**src/rtl/bool_sweep_ctrl_pkg.sv**
```systemverilog
// Shared types and helpers for the boolean-expression sweep controller.
// State encoding is fixed so the encoding seen on a debug probe stays stable.
package bool_sweep_ctrl_pkg;

  typedef enum logic [1:0] {
    IDLE = 2'd0,
    HOLD = 2'd1,
    DONE = 2'd2
  } state_e;

  // ceil(log2(v)), never below 1 so a zero-settle counter still has a bit
  function automatic int clog2_min1(input int v);
    int r;
    r = 0;
    for (int i = 0; i < 31; i++) begin
      if ((1 << i) < v) r = i + 1;
    end
    return (r < 1) ? 1 : r;
  endfunction

endpackage

```
**src/rtl/bool_sweep_ctrl_if.sv**
```systemverilog
// Bus between the sweep controller (slave) and the check logic / expression (master).
// N_IN must match the controller's N_IN parameter.
interface bool_sweep_ctrl_if #(parameter int N_IN = 3);

  localparam int N_VEC = 1 << N_IN;

  logic             start;
  logic             abort;
  logic [N_VEC-1:0] exp_tt;
  logic             f_in;
  logic [N_IN-1:0]  vec_out;
  logic             busy;
  logic             done;
  logic             pass;
  logic [N_VEC-1:0] tt_out;
  logic [N_IN-1:0]  fail_idx;

  modport master (
    output start, abort, exp_tt, f_in,
    input  vec_out, busy, done, pass, tt_out, fail_idx
  );

  modport slave (
    input  start, abort, exp_tt, f_in,
    output vec_out, busy, done, pass, tt_out, fail_idx
  );

endinterface

```
**src/rtl/bool_sweep_ctrl_settle_timer.sv**
```systemverilog
// Settle counter: counts 0..SETTLE_CYCLES while en, tick is high on the last count.
// clr has priority over en and returns the count to 0.
module settle_timer
  import bool_sweep_ctrl_pkg::*;
#(
  parameter int SETTLE_CYCLES = 2
) (
  input  logic clk,
  input  logic rst_n,
  input  logic clr_i,
  input  logic en_i,
  output logic tick_o
);

  localparam int CW = clog2_min1(SETTLE_CYCLES + 1);

  logic [CW-1:0] cnt_q;
  logic          last;

  assign last   = (cnt_q == CW'(SETTLE_CYCLES));
  assign tick_o = en_i && last;

  always_ff @(posedge clk or negedge rst_n) begin
    if (!rst_n) begin
      cnt_q <= '0;
    end else if (clr_i) begin
      cnt_q <= '0;
    end else if (en_i) begin
      cnt_q <= last ? '0 : cnt_q + CW'(1);
    end
  end

endmodule

```
**src/rtl/bool_sweep_ctrl.sv**
```systemverilog
// Walks all 2^N_IN input vectors, holds each SETTLE_CYCLES+1 clocks, samples F into a
// truth table and compares it with exp_tt. All bus outputs are registered.
module bool_sweep_ctrl
  import bool_sweep_ctrl_pkg::*;
#(
  parameter int N_IN          = 3,
  parameter int SETTLE_CYCLES = 2
) (
  input logic             clk,
  input logic             rst_n,
  bool_sweep_ctrl_if.slave bus
);

  localparam int N_VEC = 1 << N_IN;

  state_e           state_q;
  logic [N_IN-1:0]  vec_q;
  logic             busy_q;
  logic             done_q;
  logic             pass_q;
  logic [N_VEC-1:0] tt_q;
  logic [N_IN-1:0]  fail_q;

  logic             tick;
  logic [N_VEC-1:0] tt_d;
  logic [N_VEC-1:0] diff;
  logic [N_IN-1:0]  fail_d;

  // Timer is held at 0 outside HOLD, so every sweep starts with a full settle window
  settle_timer #(.SETTLE_CYCLES(SETTLE_CYCLES)) u_timer (
    .clk    (clk),
    .rst_n  (rst_n),
    .clr_i  ((state_q != HOLD) || bus.abort),
    .en_i   (state_q == HOLD),
    .tick_o (tick)
  );

  // Table as it will look after this edge's sample; lowest mismatching bit wins
  always_comb begin
    tt_d        = tt_q;
    tt_d[vec_q] = bus.f_in;
    diff        = tt_d ^ bus.exp_tt;
    fail_d      = '0;
    for (int k = N_VEC - 1; k >= 0; k--) begin
      if (diff[k]) fail_d = N_IN'(k);
    end
  end

  always_ff @(posedge clk or negedge rst_n) begin
    if (!rst_n) begin
      state_q <= IDLE;
      vec_q   <= '0;
      busy_q  <= 1'b0;
      done_q  <= 1'b0;
      pass_q  <= 1'b0;
      tt_q    <= '0;
      fail_q  <= '0;
    end else begin
      done_q <= 1'b0;
      case (state_q)
        IDLE, DONE: begin
          if (bus.start) begin
            state_q <= HOLD;
            vec_q   <= '0;
            busy_q  <= 1'b1;
            tt_q    <= '0;
            pass_q  <= 1'b0;
            fail_q  <= '0;
          end else begin
            state_q <= IDLE;
          end
        end
        HOLD: begin
          if (bus.abort) begin
            state_q <= IDLE;
            busy_q  <= 1'b0;
            vec_q   <= '0;
            pass_q  <= 1'b0;
          end else if (tick) begin
            tt_q <= tt_d;
            if (vec_q == N_IN'(N_VEC - 1)) begin
              state_q <= DONE;
              busy_q  <= 1'b0;
              done_q  <= 1'b1;
              pass_q  <= (diff == '0);
              fail_q  <= fail_d;
            end else begin
              vec_q <= vec_q + N_IN'(1);
            end
          end
        end
        default: state_q <= IDLE;
      endcase
    end
  end

  assign bus.vec_out  = vec_q;
  assign bus.busy     = busy_q;
  assign bus.done     = done_q;
  assign bus.pass     = pass_q;
  assign bus.tt_out   = tt_q;
  assign bus.fail_idx = fail_q;

endmodule
```
**src/flat_wrapper.sv**
```systemverilog
// flat-port wrapper written by rule: the top's interface ports become plain ports
module bool_sweep_ctrl_flat import bool_sweep_ctrl_pkg::*;
#(
  parameter int N_IN          = 3,
  parameter int SETTLE_CYCLES = 2
)
  (clk, rst_n, bus_start, bus_abort, bus_exp_tt, bus_f_in, bus_vec_out, bus_busy, bus_done, bus_pass, bus_tt_out, bus_fail_idx);
  bool_sweep_ctrl_if #(.N_IN(N_IN)) bus_i ();
  input logic clk;
  input logic rst_n;
  input wire logic [$bits(bus_i.start)-1:0] bus_start;
  input wire logic [$bits(bus_i.abort)-1:0] bus_abort;
  input wire logic [$bits(bus_i.exp_tt)-1:0] bus_exp_tt;
  input wire logic [$bits(bus_i.f_in)-1:0] bus_f_in;
  output wire logic [$bits(bus_i.vec_out)-1:0] bus_vec_out;
  output wire logic [$bits(bus_i.busy)-1:0] bus_busy;
  output wire logic [$bits(bus_i.done)-1:0] bus_done;
  output wire logic [$bits(bus_i.pass)-1:0] bus_pass;
  output wire logic [$bits(bus_i.tt_out)-1:0] bus_tt_out;
  output wire logic [$bits(bus_i.fail_idx)-1:0] bus_fail_idx;
  assign bus_i.start = bus_start;
  assign bus_i.abort = bus_abort;
  assign bus_i.exp_tt = bus_exp_tt;
  assign bus_i.f_in = bus_f_in;
  assign bus_vec_out = bus_i.vec_out;
  assign bus_busy = bus_i.busy;
  assign bus_done = bus_i.done;
  assign bus_pass = bus_i.pass;
  assign bus_tt_out = bus_i.tt_out;
  assign bus_fail_idx = bus_i.fail_idx;
  bool_sweep_ctrl #(.N_IN(N_IN), .SETTLE_CYCLES(SETTLE_CYCLES)) u_core (.clk(clk), .rst_n(rst_n), .bus(bus_i));
endmodule
```
**config.mk**
```make
export PLATFORM = sky130hd
export DESIGN_NAME = bool_sweep_ctrl_flat
export DESIGN_NICKNAME = d
export VERILOG_FILES = /design/src/rtl/bool_sweep_ctrl_pkg.sv /design/src/rtl/bool_sweep_ctrl_if.sv /design/src/rtl/bool_sweep_ctrl_settle_timer.sv /design/src/rtl/bool_sweep_ctrl.sv /design/src/flat_wrapper.sv
export SDC_FILE = /design/constraint.sdc
export NUM_CORES = 1
export LEC_CHECK = 0
export BUFFER_PORTS_ARGS = -buffer_cell sky130_fd_sc_hd__buf_4
export CORE_ASPECT_RATIO = 0.8
export CORE_MARGIN = 2
export CORE_UTILIZATION = 52
export DETAILED_ROUTE_END_ITERATION = 10
export PLACE_DENSITY = 0.82
export SLEW_MARGIN = 20
export SYNTH_ARGS = -nofsm -noshare
export SYNTH_HDL_FRONTEND = slang
export SYNTH_HIERARCHICAL = 1
export SYNTH_SLANG_ARGS = --single-unit
```
**constraint.sdc**
```tcl
create_clock -name clk -period 2.23 [get_ports clk]
set_clock_uncertainty 0.2 [all_clocks]
set_input_delay 0 -clock clk [delete_from_list [all_inputs] [get_ports clk]]
set_output_delay 0 -clock clk [all_outputs]
set_load 0.05 [all_outputs]
```
# Word level (Yosys, flattened, before mapping)
# Cells that the tools add are included.
[word_totals]
in_bits = 13
out_inout_bits = 17
word_cells = 84
romBits = 0
ramBits = 0
register_bits = 21
mem_count = 0
latch_bits = 0
[op_classes]
n_addsub = 2
n_shift = 0
eq_ne = 12
order_cmp = 2
n_div = 0
n_reduce_logical = 13
mux = 46
multipliers = 0
n_bitwise = 1
[op_table]
columns = ["cell", "n"]
rows = [
  ["3-bit two-way mux", 15],
  ["8-bit two-way mux", 3],
  ["8-bit one-hot mux with 2 select lines", 1],
  ["1-bit two-way mux", 14],
  ["2-bit two-way mux", 6],
  ["3-bit one-hot mux with 2 select lines", 2],
  ["4-bit AND reduction", 3],
  ["8-bit bitwise mux", 1],
  ["8-bit zero test", 1],
  ["8-bit bitwise XOR", 1],
  ["2-bit by 1-bit inequality test with 1-bit output, second input constant", 3],
  ["3-bit by 2-bit inequality test with 1-bit output, second input constant", 2],
  ["5-bit AND reduction", 1],
  ["2-bit == test, second input constant", 2],
  ["3-bit by 4-bit less-than comparator with 1-bit output, second input constant", 1],
  ["2-bit inequality test, second input constant", 2],
  ["1-bit one-hot mux with 2 select lines", 2],
  ["2-bit one-hot mux with 2 select lines", 1],
  ["2-bit nonzero test", 2],
  ["3-bit by 1-bit adder with 3-bit output, second input constant", 1],
  ["1-bit demux with 3-bit select", 1],
  ["3-bit == test, second input constant", 1],
  ["3-bit by 1-bit greater-or-equal comparator with 1-bit output, second input constant", 1],
  ["3-bit inequality test, second input constant", 1],
  ["other kinds (7)", 8],
]

# Longest topological paths before layout
# Gate-level depths: netlist of run 1.
[depth]
word_depth = 18
mapped_depth = 10
mapped_depth_nobuf = 9

# By module
# The synthesis of run 1 kept the hierarchy.
[by_module_without_submodules]
columns = ["module", "area_each_um2", "seq_area_each_um2", "cells_each", "instances"]
rows = [
  ["bool_sweep_ctrl", 1106.1, 475.5, 124, 1],
  ["settle_timer", 100.1, 50.0, 10, 1],
]

# Least setup slack after synthesis of run 1
# Ideal clock, no wire load.
[synth_timing]
path_kind = "flip-flop to flip-flop"
from = "register u_core.vec_q[2] (netlist: u_core/bus.vec_out[2])"
to = "register u_core.pass_q (netlist: u_core/bus.pass)"
n_path_buf = 1
setup_slack_ns = -0.072
stages_incl_launch_ff = 8
arrival_ns = 2.033
path_cell_list = "dfrtp_1 -> buf_4 -> nor3b_1 -> mux2i_1 -> xor2_1 -> nand2_1 -> nor3_1 -> a32o_1"
[synth_via]
elab_chain_len = 11
elab_cells_between_ends = 15
cone_classes = "2 x order compare; 2 x eq/ne; 7 x mux; 1 x bitwise; 3 x reduce/logical"
[synth_lines]
columns = ["element", "line_no", "source"]
rows = [
  ["start: declaration", "bool_sweep_ctrl.sv:17", "logic [N_IN-1:0] vec_q;"],
  ["start signal: assignment", "bool_sweep_ctrl.sv:88", "vec_q <= vec_q + N_IN'(1);"],
  ["3-bit by 4-bit less-than comparator with 1-bit output (not written as such) or 3-bit by 1-bit greater-or-equal comparator with 1-bit output (tied branches)", "bool_sweep_ctrl.sv:41", "tt_d[vec_q] = bus.f_in;"],
  ["1-bit logical AND (not written as such)", "bool_sweep_ctrl.sv:41", ""],
  ["1-bit two-way mux (not written as such)", "bool_sweep_ctrl.sv:41", ""],
  ["1-bit demux with 3-bit select", "--", ""],
  ["8-bit bitwise mux", "bool_sweep_ctrl.sv:41", ""],
  ["8-bit bitwise XOR", "bool_sweep_ctrl.sv:42", "diff = tt_d ^ bus.exp_tt;"],
  ["8-bit zero test", "bool_sweep_ctrl.sv:85", "pass_q <= (diff == '0);"],
  ["1-bit two-way mux", "bool_sweep_ctrl.sv:81", "if (vec_q == N_IN'(N_VEC - 1)) begin"],
  ["1-bit two-way mux", "bool_sweep_ctrl.sv:79", "end else if (tick) begin"],
  ["1-bit two-way mux", "bool_sweep_ctrl.sv:74", "if (bus.abort) begin"],
  ["1-bit one-hot mux with 2 select lines", "bool_sweep_ctrl.sv:60", "case (state_q)"],
  ["end signal: assignment", "bool_sweep_ctrl.sv:85", ""],
  ["end: declaration", "bool_sweep_ctrl.sv:20", "logic pass_q;"],
]
# Several ways; a longest one is shown, not always the timed one. The select of a mux whose other input is x is not followed.
# A chain may end at the register's enable or synchronous reset.

# Worst setup path after layout of run 1
[layout_timing]
from = "register u_core.vec_q[2] (netlist: u_core/bus.vec_out[2])"
to = "register u_core.fail_q[1] (netlist: u_core/bus.fail_idx[1])"
[layout_via]
elab_chain_len = 18
elab_cells_between_ends = 22
cone_classes = "2 x order compare; 2 x eq/ne; 15 x mux; 1 x bitwise; 2 x reduce/logical"
[layout_lines]
columns = ["element", "line_no", "source"]
rows = [
  ["3-bit by 4-bit less-than comparator with 1-bit output (not written as such) or 3-bit by 1-bit greater-or-equal comparator with 1-bit output (tied branches)", "bool_sweep_ctrl.sv:41", ""],
  ["1-bit logical AND (not written as such)", "bool_sweep_ctrl.sv:41", ""],
  ["1-bit two-way mux (not written as such)", "bool_sweep_ctrl.sv:41", ""],
  ["1-bit demux with 3-bit select", "--", ""],
  ["8-bit bitwise mux", "bool_sweep_ctrl.sv:41", ""],
  ["8-bit bitwise XOR", "bool_sweep_ctrl.sv:42", ""],
  ["3-bit two-way mux (8 in series)", "bool_sweep_ctrl.sv:45", "if (diff[k]) fail_d = N_IN'(k);"],
  ["3-bit two-way mux", "bool_sweep_ctrl.sv:81", ""],
  ["3-bit two-way mux", "bool_sweep_ctrl.sv:79", ""],
  ["3-bit two-way mux", "bool_sweep_ctrl.sv:74", ""],
  ["3-bit one-hot mux with 2 select lines", "bool_sweep_ctrl.sv:60", ""],
  ["end signal: assignment", "bool_sweep_ctrl.sv:86", "fail_q <= fail_d;"],
  ["end: declaration", "bool_sweep_ctrl.sv:22", "logic [N_IN-1:0] fail_q;"],
]
# Several ways; a longest one is shown, not always the timed one. The select of a mux whose other input is x is not followed.

==> results of run 1 <==
[metal layers]
metal,global-route usage (%),routed length (µm),vias up
li1,-,-,549
met1,31.7,1390,527
met2,38.6,1370,50
met3,6.89,203,4
met4,6.05,27,0
met5,0,0,-
[cell usage in the layout (no fill, tap or decap), drive strengths merged, types with 2 or more instances in the layout]
master	synthesis	final
buf	4	33
dfrtp	21	21
nand2	17	17
dlygate4sd3	0	13
o21ai	13	13
inv	11	11
nor2	10	10
mux2i	8	8
a21oi	7	7
xnor2	6	6
o22ai	5	5
nand2b	4	4
nand3b	4	4
clkbuf	1	3
nand3	3	3
xor2	3	3
nor3b	3	3
nor3	3	3
nor2b	2	2
a32o	2	2
ha	2	2
[registers in the layout, indices dropped and copies added (netlist names)]
signal / flops
u_core/bus.tt_out: 8
u_core/bus.fail_idx: 3
u_core/bus.vec_out: 3
u_core/state_q: 2
u_core/u_timer/cnt_q: 2
u_core/bus.busy: 1
u_core/bus.done: 1
u_core/bus.pass: 1
[kinds of logic (layout without fill, tap and decap cells)]
logic type	Yosys count	after routing	share of synthesized area [%]
AND/OR/NAND/NOR	48	48	19.8
AO/OA/AOI/OAI	30	30	15.4
flip-flops	21	21	43.6
buffers and inverters	16	61	6.02
XOR/XNOR	9	9	6.54
multiplexers	8	8	6.64
adder cells (fa/ha/maj)	2	2	2.07
[stage by stage]
stage / cell area [µm²] / cells / hold slack (ns)
after global routing: 1630 / 204 / 0.0992
final: 1630 / 204 / 0.0810
after detailed placement: 1450 / 186 / -0.297
after global placement: 1450 / 186 / -0.304
after floorplan: 1210 / 134 / -0.496
after CTS: 1620 / 204 / 0.304
[final cells by class]
class / instances / area [µm²]
clock buffer: 3 / 22.5
clock inverter: 1 / 5.00
fill: 165 / 549
inverter: 11 / 41.3
multi-input combinational: 97 / 623
sequential: 21 / 529
tap: 25 / 31.3
timing repair buffer: 46 / 375
[report_power, final]
group	internal [mW]	total, mW	switching [mW]
Combinational	0.0852	0.210	0.124
Clock	0.0670	0.183	0.116
Sequential	0.394	0.406	0.0116
Total	0.547	0.799	0.252
[timing repair]
action / in CTS / in global routing
resized for setup: 0 / 3
endpoints found under the setup margin: 0 / 3
hold endpoints to repair: 38 / 0
hold buffers: 14 / 0
[final timing paths]
path / endpoint / slack, ns / startpoint
setup / recovery: u_core/bus.fail_idx[1]$_DFFE_PN0P_ / 0.17 / u_core/bus.vec_out[2]$_DFFE_PN0P_
hold reg to reg: u_core/bus.fail_idx[2]$_DFFE_PN0P_ / 0.30 / u_core/bus.fail_idx[2]$_DFFE_PN0P_
setup reg to reg: u_core/bus.fail_idx[1]$_DFFE_PN0P_ / 0.17 / u_core/bus.vec_out[2]$_DFFE_PN0P_
min in group clk: u_core/bus.fail_idx[2]$_DFFE_PN0P_ / 0.30 / u_core/bus.fail_idx[2]$_DFFE_PN0P_
hold / removal: u_core/u_timer/cnt_q[0]$_DFFE_PN0P_ / 0.08 / rst_n
max in group asynchronous: u_core/bus.vec_out[1]$_DFFE_PN0P_ / 1.40 / rst_n
[critical path, stage by stage (launching register included)]
cell     delay (ns)
dfrtp_2        0.51
nor3b_2        0.32
mux2i_1        0.31
xnor2_1        0.11
nor2_1         0.18
o21ai_0        0.11
a22o_1         0.20
==> reports/qor.txt, run 1 <==
===========================================================================================
Worst max-slew margin expressed relative to the limit                                 67.4%
Die outline area                                                                   2720 µm²
Share of layout cells above drive strength 1                                          25.7%
Ports                                                                                    30
Most used DFF post-synth                                                            dfrtp_1
Clock H-tree levels                                                                       1
Overall power consumption                                                          0.799 mW
Library cell occupying the most area in the post-synthesis netlist                  dfrtp_1
Count of final hold-check violations                                                      0
Number of buffers created by CTS                                                          3
Measured slew at the worst slew-check pin                                          0.489 ns
Root buffer cell                                                                   clkbuf_4
Number of antenna violations at the first check in global routing                         0
Number of design-rule violations left by the first detailed-router iteration             51
Data arrival time at the worst-slack endpoint                                       2.06 ns
Clock-pin slew on the worst setup and hold paths                                    0.12 ns
Final setup margin                                                                 0.169 ns
Effective utilization at floorplan                                                    55.4%
TritonCTS clock tree                                                                  built
Vias in the first global route                                                          991
Global-route wire length before repair                                              4710 µm
Data required time of the worst path                                                2.23 ns
Result of the run                                                              finished, final reports clean
DP Worst Slack                                                                     0.120 ns
Hold crit path type                                                            input pin to async pin
Critical path capture point type                                                       flop
Leading cell types by total area after synthesis                               dfrtp_1 (44%), mux2i_1 (6.6%), o21ai_0 (5.4%)
Count of cells along the worst register-to-register path                                  6
Vias per Instance                                                                      5.54
Count of flip-flops with a built-in enable after synthesis                                0
Share of flip-flops with an asynchronous set or reset after synthesis                  100%
Die outline width                                                                   57.8 µm
Part of the cycle the worst path needs                                                92.4%
Synthesized instance count                                                              134
Clock latency on the worst-skew pair                                                0.31 ns
Overall global routing resource usage                                                 23.7%
Total DRC errors in the routed layout                                                     0
Synthesized area per cell                                                          9.00 µm²
Maximum count of clock buffers along a single path                                        2
Max Clock Freq                                                                      485 MHz
Number of failing setup endpoints in the final timing report                              0
Power per unit of standard cell area                                             491 nW/µm²
Type of the worst setup path                                                   flop to flop
Number of pins with negative max-slew slack in the final report                           0
Placeable Area                                                                     2180 µm²
GRT overflow                                                                              0
Share of the synthesized area in the top cell type                                    43.6%
Detailed Routing Iterations Pass 1                                                        4
Number of warning messages in the yosys log                                               6
Unrepaired setup endpoints after global routing                                       false
Routed wire length per instance                                                     14.7 µm
Cell area after technology mapping                                                 1210 µm²
Most used standard cell by instance count after synthesis                           dfrtp_1
Leakage Power                                                                      0.794 nW
Growth of design area from synthesis to finish                                        35.0%
Clock sinks                                                                              21
Die Height                                                                          47.1 µm
Maximum number of pins on one net before global-route repair                             22
Period minus WS final                                                               2.06 ns
Max IR drop VDD                                                                    0.524 mV
ANT cells                                                                                 0
Last weighted congestion value of the routability-driven placer                       0.773
Register bit count reported by yosys                                                     21
Site Rows                                                                                15
Commonest cells in the netlist                                                 dfrtp_1 (21), nand2_1 (17), o21ai_0 (13)
Maximum Capacitance Violations                                                            0
Net count of the mapped netlist                                                         149
Core utilization of the finished layout                                               74.8%
Distinct cells, synth                                                                    29
Remaining number of nets flagged by the antenna check after routing                       0
Sequential share of the synthesized area                                              43.6%
Post-CTS setup buffer count                                                               0
Post-Route WL                                                                       2990 µm
Element type at the critical path start                                                flop
Total via count in the routed design                                                   1130
Placed wire-length estimate                                                         2030 µm
Final Net Count                                                                         195
Setup_tns                                                                              0 ns
Port-buffer cells                                                                        29
Worst Path Max Fanout                                                                    12
===========================================================================================
No activity file was read; power rests on OpenSTA's default activity.
==> run 2: changes to the inputs <==
--- a/config.mk
+++ b/config.mk
@@ -11,6 +11,7 @@
 export CORE_UTILIZATION = 52
 export DETAILED_ROUTE_END_ITERATION = 10
 export PLACE_DENSITY = 0.82
+export RECOVER_POWER = 50
 export SLEW_MARGIN = 20
 export SYNTH_ARGS = -nofsm -noshare
 export SYNTH_HDL_FRONTEND = slang
==> run 2 against run 1 <==
Combinational power decreased by 2%. Register-to-register slack is essentially flat. Setup slack improved by 0.0087 ns. Power shrank 0.42%. Clock-buffer cell count stayed put. Sequential power about the same. Utilization down 1.4 points. Cell area shrank 1.9%. Largest cell class unchanged. Critical path type unchanged.
==> reports/qor.txt, run 2 (same netlist as run 1, synthesis figures left out) <==
===========================================================================================
Result of the run                                                              finished, final reports clean
Clock sinks                                                                              21
Crit-path leading delay family                                                   flip-flops
Growth of design area from synthesis to finish                                        32.4%
Highest cell delay on the worst timing path                                         0.51 ns
Clock-pin slew on the worst setup and hold paths                                    0.12 ns
Commonest cells after routing, fill and taps aside                             buf_4 (23), dfrtp_1 (18), nand2_1 (17)
Number of flip-flops under the largest register name                                      8
Number of antenna violations at the first check in global routing                         0
Maximum count of clock buffers along a single path                                        2
Leakage Power                                                                      0.757 nW
Effective utilization at floorplan                                                    55.4%
Data required time of the worst path                                                2.23 ns
Clock H-tree levels                                                                       1
Overall global routing resource usage                                                 23.7%
Count of final hold-check violations                                                      0
Start point of the worst min-delay path                                        u_core/bus.fail_idx[2]$_DFFE_PN0P_
Placed wire-length estimate                                                         2030 µm
Setup_tns                                                                              0 ns
Final Net Count                                                                         195
Period minus WS final                                                               2.05 ns
Total via count in the routed design                                                   1122
Element type at the critical path start                                                flop
Routed wire length per instance                                                     14.7 µm
Last weighted congestion value of the routability-driven placer                       0.773
Number of failing setup endpoints in the final timing report                              0
Root buffer cell                                                                   clkbuf_4
Total DRC errors in the routed layout                                                     0
Type of the worst setup path                                                   flop to flop
Detailed Routing Iterations Pass 1                                                        4
Die outline width                                                                   57.8 µm
Die outline area                                                                   2720 µm²
Die Height                                                                          47.1 µm
Max IR drop VDD                                                                    0.509 mV
Max Clock Freq                                                                      487 MHz
Unrepaired setup endpoints after global routing                                       false
Maximum Capacitance Violations                                                            0
Hold crit path type                                                            flop to flop
Global-route wire length before repair                                              4710 µm
Combined buffer and inverter count along the critical path                                0
Number of buffers created by CTS                                                          3
Series of cell instances along the critical path                               nor3b_2 -> mux2i_1 -> xnor2_1 -> nor2_1 -> o21ai_0 -> a22o_1
Ports                                                                                    30
Data arrival time at the worst-slack endpoint                                       2.06 ns
Remaining number of nets flagged by the antenna check after routing                       0
Filler instances                                                                        178
Critical path capture point type                                                       flop
Site Rows                                                                                15
Post-CTS setup buffer count                                                               0
Clock latency on the worst-skew pair                                                0.31 ns
Number of design-rule violations left by the first detailed-router iteration             44
Slowest cell on the critical path                                                   dfrtp_2
Hold slack final                                                                   0.296 ns
Vias in the first global route                                                          991
Most common cell after layout, fill and taps aside                                    buf_4
ANT cells                                                                                 0
Share of layout cells above drive strength 1                                          20.7%
Maximum number of pins on one net before global-route repair                             22
Startpoint of the worst-slack reg-to-reg timing path                           u_core/bus.vec_out[2]$_DFFE_PN0P_
Port-buffer cells                                                                        29
TritonCTS clock tree                                                                  built
Measured slew at the worst slew-check pin                                           1.14 ns
Number of pins with negative max-slew slack in the final report                           0
Placeable Area                                                                     2180 µm²
Post-Route WL                                                                       3000 µm
Part of the cycle the worst path needs                                                92.0%
Power per unit of standard cell area                                             498 nW/µm²
GRT overflow                                                                              0
Worst max-slew margin expressed relative to the limit                                 23.7%
Vias per Instance                                                                      5.50
Critical Path Start                                                            u_core/bus.vec_out[2]$_DFFE_PN0P_
Worst Path Max Fanout                                                                    12
===========================================================================================
==> run 2: cell count changes in the layout (fill, tap and decap cells not counted) <==
cell,previous run,this run
buf_4,32,23
clkbuf_1,0,9
buf_2,1,0
clkbuf_4,3,4
==> run 2: tightest hold or removal path, cell delays in order, from the launching register on <==
cell and delay [ns]:
dfrtp_1 0.36, nand2_1 0.05, o21ai_0 0.06
==> run 2: path summary, 6_finish.rpt <==
kind | end | cells after the start | slack (ns)
min in group asynchronous | u_core/bus.tt_out[6]$_DFFE_PN0P_ | 3 | 0.35
setup / recovery | u_core/bus.fail_idx[1]$_DFFE_PN0P_ | 6 | 0.18
setup reg to reg | u_core/bus.fail_idx[1]$_DFFE_PN0P_ | 6 | 0.18
hold / removal | u_core/bus.fail_idx[2]$_DFFE_PN0P_ | 2 | 0.30
hold reg to reg | u_core/bus.fail_idx[2]$_DFFE_PN0P_ | 2 | 0.30
max in group asynchronous | u_core/bus.vec_out[1]$_DFFE_PN0P_ | 3 | 0.73
==> run 2: timing repair <==
item | 4_1_cts | 5_1_grt
endpoints found under the hold margin | 38 | 0
gates resized for setup | 0 | 3
setup endpoints to repair | 0 | 3
hold buffers | 14 | 0
==> run 2: area by class of cell <==
type	instances	area [µm²]	share of cell area (%)
Tap cell	25	31.3	1.96
Sequential cell	21	529	33.2
Clock inverter	1	5.00	0.313
Inverter	11	41.3	2.59
Timing Repair Buffer	46	344	21.6
Multi-Input combinational cell	97	623	39.0
Clock buffer	3	22.5	1.41
==> run 2: stage by stage <==
step,power [mW],area (µm²),setup WS [ns],util (%),cells
finish,0.795,1600,0.178,73.3,204
global route,0.841,1600,0.0248,73.3,204
CTS,0.804,1620,0.0793,74.3,204
detailed placement,0.596,1450,0.120,66.6,186
global placement,0.592,1450,0.148,66.6,186
floorplan,0.523,1210,0.0796,-,134
==> run 2: routing by layer <==
metal | part of all wire (%) | vias up | GRT usage (%)
met3 | 6.9 | 6 | 6.89
met1 | 46 | 519 | 31.7
met5 | 0 | - | 0
met4 | 1.1 | 0 | 6.05
li1 | - | 549 | -
met2 | 46 | 48 | 38.6
==> run 2: where the power goes <==
part	switching (mW)	internal [mW]
clock network	0.117	0.0670
registers	0.0113	0.394
logic	0.124	0.0813
total	0.253	0.543
